--- src/rtl/dmem_arbiter.sv ---
// dmem_arbiter: shares the single-port data memory between the cpu MEM stage and an ext loader/debug port
// Ports: CLK/RST (async active-low); cpu_*/ext_* request, grant, stall and read-return channels;
//   ext_lock holds ext ownership across a burst; mem_* drive the synchronous-read memory;
//   addr_err pulses the cycle after a granted out-of-range access.
// Optional: define DMEM_ARB_AGE_EN to let ext win a contested cycle after MAX_WAIT denied cycles.
module dmem_arbiter #(
  parameter int DMEM_SIZE = 1024,
  parameter int AW = 10,
  parameter int MAX_WAIT = 4
) (
  input  logic          CLK,
  input  logic          RST,
  input  logic          cpu_req,
  input  logic          cpu_we,
  input  logic [31:0]   cpu_addr,
  input  logic [31:0]   cpu_wdata,
  output logic          cpu_gnt,
  output logic          cpu_stall,
  output logic          cpu_rvalid,
  output logic [31:0]   cpu_rdata,
  input  logic          ext_req,
  input  logic          ext_we,
  input  logic [31:0]   ext_addr,
  input  logic [31:0]   ext_wdata,
  output logic          ext_gnt,
  output logic          ext_rvalid,
  output logic [31:0]   ext_rdata,
  input  logic          ext_lock,
  output logic          mem_en,
  output logic          mem_we,
  output logic [AW-1:0] mem_addr,
  output logic [31:0]   mem_wdata,
  input  logic [31:0]   mem_rdata,
  output logic          addr_err
);
  localparam logic [0:0] ARB = 1'b0, LOCK = 1'b1;
  localparam logic [31:0] SIZE = DMEM_SIZE;
  logic [0:0] state;
  logic age_win, any_gnt, in_range, rd_oor;
  logic [31:0] sel_addr, rdata, cpu_hold, ext_hold;
`ifdef DMEM_ARB_AGE_EN
  localparam int CW = $clog2(MAX_WAIT + 1);
  localparam logic [CW-1:0] MW = CW'(MAX_WAIT);
  logic [CW-1:0] wait_cnt;
  always_ff @(posedge CLK or negedge RST)
    if (!RST) wait_cnt <= '0;
    else wait_cnt <= (ext_req & ~ext_gnt) ? (wait_cnt == MW ? wait_cnt : wait_cnt + CW'(1)) : '0;
  assign age_win = (state == ARB) & (wait_cnt == MW);
`else
  // strict cpu priority; the comparison is constant-false and only keeps MAX_WAIT referenced
  assign age_win = MAX_WAIT < 0;
`endif
  assign ext_gnt = ext_req & ((state == LOCK) | ~cpu_req | age_win);
  assign cpu_gnt = cpu_req & (state == ARB) & ~(ext_req & age_win);
  assign cpu_stall = cpu_req & ~cpu_gnt;
  assign any_gnt = cpu_gnt | ext_gnt;
  assign sel_addr = ext_gnt ? ext_addr : cpu_addr;
  assign in_range = {2'b00, sel_addr[31:2]} < SIZE;
  assign mem_en = any_gnt & in_range;
  assign mem_we = mem_en & (ext_gnt ? ext_we : cpu_we);
  assign mem_addr = any_gnt ? sel_addr[AW+1:2] : '0;
  assign mem_wdata = ext_gnt ? ext_wdata : (cpu_gnt ? cpu_wdata : '0);
  // an out-of-range load never reached the memory, so it returns zero instead of stale mem_rdata
  assign rdata = rd_oor ? '0 : mem_rdata;
  assign cpu_rdata = cpu_rvalid ? rdata : cpu_hold;
  assign ext_rdata = ext_rvalid ? rdata : ext_hold;
  always_ff @(posedge CLK or negedge RST)
    if (!RST) begin
      state <= ARB;
      cpu_rvalid <= 1'b0;
      ext_rvalid <= 1'b0;
      rd_oor <= 1'b0;
      addr_err <= 1'b0;
      cpu_hold <= '0;
      ext_hold <= '0;
    end else begin
      state <= (state == ARB) ? ((ext_gnt & ext_lock) ? LOCK : ARB) : (ext_lock ? LOCK : ARB);
      cpu_rvalid <= cpu_gnt & ~cpu_we;
      ext_rvalid <= ext_gnt & ~ext_we;
      rd_oor <= ~in_range;
      addr_err <= any_gnt & ~in_range;
      if (cpu_rvalid) cpu_hold <= rdata;
      if (ext_rvalid) ext_hold <= rdata;
    end
endmodule

--- config.mk ---
export PLATFORM = sky130hd
export DESIGN_NAME = dmem_arbiter
export DESIGN_NICKNAME = d
export VERILOG_FILES = /design/src/rtl/dmem_arbiter.sv
export SDC_FILE = /design/constraint.sdc
export NUM_CORES = 1
export LEC_CHECK = 0
export CORE_MARGIN = 4
export CORE_UTILIZATION = 30
export CTS_BUF_LIST = sky130_fd_sc_hd__clkbuf_2
export CTS_CLUSTER_DIAMETER = 80
export DETAILED_ROUTE_END_ITERATION = 10
export PLACE_DENSITY_LB_ADDON = 0.3
export SYNTH_ARGS = -nofsm -noshare
export SYNTH_HDL_FRONTEND = slang
export SYNTH_SLANG_ARGS = --single-unit
--- constraint.sdc ---
create_clock -name CLK -period 2.4 [get_ports CLK]
set_clock_uncertainty 0.1 [all_clocks]
set_input_delay 0.48 -clock CLK [delete_from_list [all_inputs] [get_ports CLK]]
set_output_delay 0.48 -clock CLK [all_outputs]
set_load 0.01 [all_outputs]
==> summary.txt, run 1 <==
Initial core utilization: 0.312
Yosys warns: 0
Setup slack after layout: -0.292 ns
Share of post-route cells with drive strength above 1: 0.473
Max_cap viols: 0
Die X-Extent: 112 µm
Hold Crit Class: in2reg
Max frequency: 371 MHz
Max layer used: met4
Buf/Inv on CP: 2
Period Utilization, post-route: 1.12
Routed Wire Length: 16800 µm
Largest delay share family, worst path: simple AND/OR/NAND/NOR gates
DRT antenna net count: 0
Slew Limit Fails: 0
TritonCTS clock tree: built
Iter 0 DRT Violations: 148
DRC: 0
Tot Pwr: 2.71 mW
Failing checks: negative setup slack
Final non-filler cell total: 730
Placed cell count: 665
Crit start category: input pin
Final setup viols: 25
Syn_area_per_cell: 12.7 µm²
Sequential fraction of the synthesis area: 0.528
H-tree depth: 3
Util after Layout: 0.695
Vias in the first global route: 3797
Pwr dens: 372 nW/µm²
Setup crit end kind: output pin
Synth Register Bits: 69
Die area: 12600 µm²
Netlist cell types: 18
Final Hold Vio Count: 0
Routed wl met2: 8750 µm
Post-DR vias/cell: 4.90
Yosys top cell area share: 0.528
Per-cell routed wire length: 23.0 µm
Num CTS Buffers: 9
GP Congestion: 0.926
Tightest Pin Transition: 0.727 ns
Total grt overflow: 0
Clk buf depth: 2
Metal-1 WL: 6460 µm
Crit Path Max Fanout: 3
Met3 wire len: 1370 µm
First-pass GRT wire length: 23100 µm
Maximum vdd ir drop: 267 µV
CTS sink cnt: 69
Area leader, netlist: dfrtp_1
Hpwl dp: 12200 µm
Slowest CP cell: or4_4
Syn Nets: 424
Critical path cell sequence: clkdlybuf4s50_1 -> nor4_2 -> nand2_1 -> or4_4 -> a21oi_2 -> buf_4
Status: finished, violations left
Ports: 281
CORE AREA: 10500 µm²
Layout Nets: 755
Critical path required time: 1.82 ns
Final setup TNS: -1.99 ns
Commonest non-fill, non-tap cell in the layout: clkdlybuf4s50_1
Clock period minus worst slack: 2.69 ns
Via count: 3576
Clock transition at path regs: 0.20 ns
Synth Cell Area: 3270 µm²
Largest cells by area after synthesis: dfrtp_1, mux2_2, a22o_1
Most frequent cells in the layout: clkdlybuf4s50_1, dfrtp_1, buf_6
GRT Total Usage: 0.242
1st-pass router iterations: 4
RSZ-0062 raised after global routing: yes
P&R area growth vs syn: 122%
Clock Latency Late Sink: 0.48 ns
Mapped Cells: 257
Worst path max stage delay: 0.52 ns
Die Span Y: 112 µm
Initial antenna violation count: 0
P_leak: 3.68 nW
Site Rows: 37
Crit path arrival time: 2.11 ns
CTS Root Cell: clkbuf_2
Setup CP Type: in2out
Slew HR: 0.515
Largest net degree at the start of global routing: 45
Port bufs: 276
-- worst min-delay path: stages --
cell and delay (ns):
dlymetal6s2s_1 0.08, or4_1 0.10, or4_4 0.15, and2_1 0.14
-- cell families (layout without fill, tap and decap cells) --
group	count (synthesis)	in the layout	share of synthesized area
DFF	69	69	0.528
buffers and inverters	21	356	0.0241
muxes	64	64	0.220
other	0	2	0
AOI/OAI and AO/OA	47	47	0.122
and+or+nand+nor	56	56	0.105
-- per-layer routing --
layer / vias to the layer above / GRT usage
li1: 1611 / -
met1: 1737 / 0.290
met2: 208 / 0.430
met3: 20 / 0.0744
met4: 0 / 0.0449
met5: - / 0
-- metrics by stage --
stage	setup slack, ns	hold WS, ns	cell area [µm²]
floorplan	0.0538	0.0844	3270
global placement	-0.908	0.379	6300
detailed placement	-0.911	0.385	6300
CTS	-0.307	0.380	6640
global route	-0.343	0.360	7270
finish	-0.292	0.387	7270
-- path summary, 6_finish.rpt --
check	endpoint	startpoint	cells past startpoint	slack (ns)
max	mem_we	ext_addr[15]	6	-0.29
min	rd_oor$_DFF_PN0_	cpu_addr[12]	4	0.39
max reg2reg	rd_oor$_DFF_PN0_	state$_DFF_PN0_	5	0.71
min reg2reg	ext_hold[0]$_DFF_PN0_	ext_hold[0]$_DFF_PN0_	1	0.42
max in group asynchronous	cpu_rvalid$_DFF_PN0_	RST	3	1.02
min in group asynchronous	ext_hold[16]$_DFF_PN0_	RST	2	0.45
-- cell type report --
type / count / area (µm²)
Multi-Input combinational cell: 167 / 1840
Fill cell: 783 / 3190
Tap cell: 136 / 170
Sequential cell: 69 / 1730
Timing Repair Buffer: 339 / 3380
Inverter: 2 / 17.5
Antenna cell: 2 / 5.00
Clock buffer: 9 / 45.0
Clock inverter: 6 / 87.6
-- report_power, final --
group | switching, mW | internal, mW | leakage (nW)
clock | 0.437 | 0.342 | 0.0821
combinational | 0.287 | 0.468 | 2.65
sequential | 0.00368 | 1.17 | 0.950
total | 0.727 | 1.98 | 3.68
-- cell usage after synthesis --
library cell,number
mux2_2,64
clkbuf_1,9
and3_1,1
nor4_1,8
nand2_1,5
a22o_1,42
nor2_1,3
dfrtp_1,69
buf_1,10
or4_1,2
o211a_1,1
or4_4,2
nor2b_1,32
and2_1,2
a21oi_1,3
nand2b_1,1
o21a_1,1
inv_2,2
-- state kept, by name, indices dropped and copies added (netlist names) --
register / cells
state: 1
ext_rvalid: 1
cpu_hold: 32
rd_oor: 1
addr_err: 1
ext_hold: 32
cpu_rvalid: 1
-- timing repair --
action / in CTS / in global routing
endpoints found under the setup margin: 110 / 109
setup buffers: 21 / 24
gates cloned: 7 / 0
gates resized for setup: 420 / 193
pin swaps: 8 / 15
hold buffers: 1 / 0
endpoints found under the hold margin: 31 / 0
(Power assumes the default switching activity.)
==> inputs of run 2 (changes only) <==
- CORE_AREA: unset -> 4 4 108 110
- CORE_MARGIN: 4 -> unset
- CORE_UTILIZATION: 30 -> unset
- DIE_AREA: unset -> 0 0 112 114
==> summary.txt, run 2 (synthesis gave the netlist of run 1 again) <==
Status: finished, violations left (unchanged)
Failing checks: negative setup slack (unchanged)
Final non-filler cell total: 737 (was 730)
Clock Latency Late Sink: 0.47 ns (was 0.48 ns)
RSZ-0062 raised after global routing: yes (unchanged)
Initial core utilization: 0.306 (was 0.312)
WHS: 0.419 ns (was 0.387 ns)
Most frequent cells in the layout: clkdlybuf4s50_1, dfrtp_1, buf_6 (unchanged)
GRT Total Usage: 0.245 (was 0.242)
Share of post-route cells with drive strength above 1: 0.479 (was 0.473)
Vias in the first global route: 3739 (was 3797)
CTS sink cnt: 69 (unchanged)
Ports: 281 (unchanged)
Routed wl met2: 8660 µm (was 8750 µm)
Max_cap viols: 0 (unchanged)
Critical path required time: 1.82 ns (about the same)
DRT antenna net count: 0 (unchanged)
Max frequency: 364 MHz (was 371 MHz)
Die area: 12800 µm² (was 12600 µm²)
Commonest non-fill, non-tap cell in the layout: clkdlybuf4s50_1 (unchanged)
P&R area growth vs syn: 119% (was 122%)
Layout Nets: 759 (was 755)
CTS Root Cell: clkbuf_2 (unchanged)
TritonCTS clock tree: built (unchanged)
Met3 wire len: 1310 µm (was 1370 µm)
Fillers: 817 (was 783)
Slew HR: 0.478 (was 0.515)
Post-route cell area: 7150 µm² (was 7270 µm²)
1st-pass router iterations: 5 (was 4)
Initial antenna violation count: 0 (unchanged)
Setup crit end kind: output pin (unchanged)
Setup slack after layout: -0.347 ns (was -0.292 ns)
Metal-1 WL: 6460 µm (about the same)
Area after DPL: 6340 µm² (was 6300 µm²)
Area occupied by multi-input gates: 1730 µm² (was 1840 µm²)
Crit path arrival time: 2.17 ns (was 2.11 ns)
Util after Layout: 0.668 (was 0.695)
Final setup TNS: -4.13 ns (was -1.99 ns)
H-tree depth: 3 (unchanged)
Pwr dens: 375 nW/µm² (was 372 nW/µm²)
DRC: 0 (unchanged)
Clk buf depth: 2 (unchanged)
Die X-Extent: 112 µm (about the same)
Final Hold Vio Count: 0 (unchanged)
Maximum vdd ir drop: 249 µV (was 267 µV)
Die Span Y: 114 µm (was 112 µm)
Hold Crit Class: in2reg (unchanged)
Site Rows: 38 (was 37)
P_leak: 3.50 nW (was 3.68 nW)
Num CTS Buffers: 9 (unchanged)
Slew Limit Fails: 0 (unchanged)
Crit Path Max Fanout: 3 (unchanged)
Total grt overflow: 0 (unchanged)
Setup CP Type: in2out (unchanged)
Period Utilization, post-route: 1.14 (was 1.12)
Max layer used: met4 (unchanged)
Tightest Pin Transition: 0.783 ns (was 0.727 ns)
CORE AREA: 10700 µm² (was 10500 µm²)
Placed cell count: 674 (was 665)
Clock period minus worst slack: 2.75 ns (was 2.69 ns)
Iter 0 DRT Violations: 79 (was 148)
Port bufs: 276 (unchanged)
Hpwl dp: 11900 µm (was 12200 µm)
Via count: 3503 (was 3576)
Post-DR vias/cell: 4.75 (was 4.90)
Final setup viols: 36 (was 25)
Largest net degree at the start of global routing: 37 (was 45)
Per-cell routed wire length: 22.8 µm (was 23.0 µm)
Diode count: 0 (was 2)
First-pass GRT wire length: 23400 µm (was 23100 µm)
Register area: 1730 µm² (unchanged)
Clock transition at path regs: 0.20 ns (about the same)
Crit start category: input pin (unchanged)
GP Congestion: 0.953 (was 0.926)
Routed Wire Length: 16800 µm (about the same)
Largest regs: cpu_hold: 32 flops, ext_hold: 32 flops (unchanged)
-- run 2: worst paths after layout --
path	startpoint	to	slack (ns)	cells past startpoint
worst max-delay path	ext_addr[21]	mem_en	-0.35	6
worst min-delay path	ext_lock	state$_DFF_PN0_	0.42	2
worst max register to register	state$_DFF_PN0_	rd_oor$_DFF_PN0_	0.65	6
worst min register to register	cpu_hold[10]$_DFF_PN0_	cpu_hold[10]$_DFF_PN0_	0.42	1
max in group asynchronous	RST	cpu_rvalid$_DFF_PN0_	1.01	3
min in group asynchronous	RST	cpu_hold[17]$_DFF_PN0_	0.47	2
-- run 2: final cells by class --
| class | count | area share |
|---|---|---|
| timing repair buffer | 343 | 0.473 |
| clock inverter | 7 | 0.0103 |
| sequential | 69 | 0.242 |
| clock buffer | 9 | 0.00630 |
| multi-input combinational | 167 | 0.242 |
| inverter | 2 | 0.00210 |
| tap | 140 | 0.0245 |
-- run 2: power by group --
group | switching (mW) | leakage (nW) | internal, mW | total [mW]
combinational | 0.300 | 2.48 | 0.511 | 0.811
clock | 0.454 | 0.0626 | 0.243 | 0.697
sequential | 0.00395 | 0.950 | 1.17 | 1.17
-- run 2: per-stage QoR --
step                total power, mW  worst slack [ns]
global placement               1.90            -0.903
global route                   2.80            -0.379
finish                         2.68            -0.347
detailed placement             1.90            -0.890
CTS                            2.67            -0.322
floorplan                      1.38            0.0538
-- run 2: worst max-delay path, cell delays in order --
cell and delay, ns:
clkdlybuf4s50_1 0.45, nor4_4 0.26, nand2_1 0.08, or4_4 0.55, a21oi_2 0.19, buf_2 0.15
-- run 2: per-layer routing --
layer / vias up / GRT usage
li1: 1615 / -
met1: 1682 / 0.286
met2: 184 / 0.433
met3: 22 / 0.0833
met4: 0 / 0.0617
met5: - / 0
-- run 2: repair_timing --
action	CTS	global route
buffers inserted	25	14
hold endpoints to repair	33	0
pin swaps	15	10
gates cloned	8	1
gates resized for setup	440	118
hold buffers	1	0
setup endpoints to repair	110	108
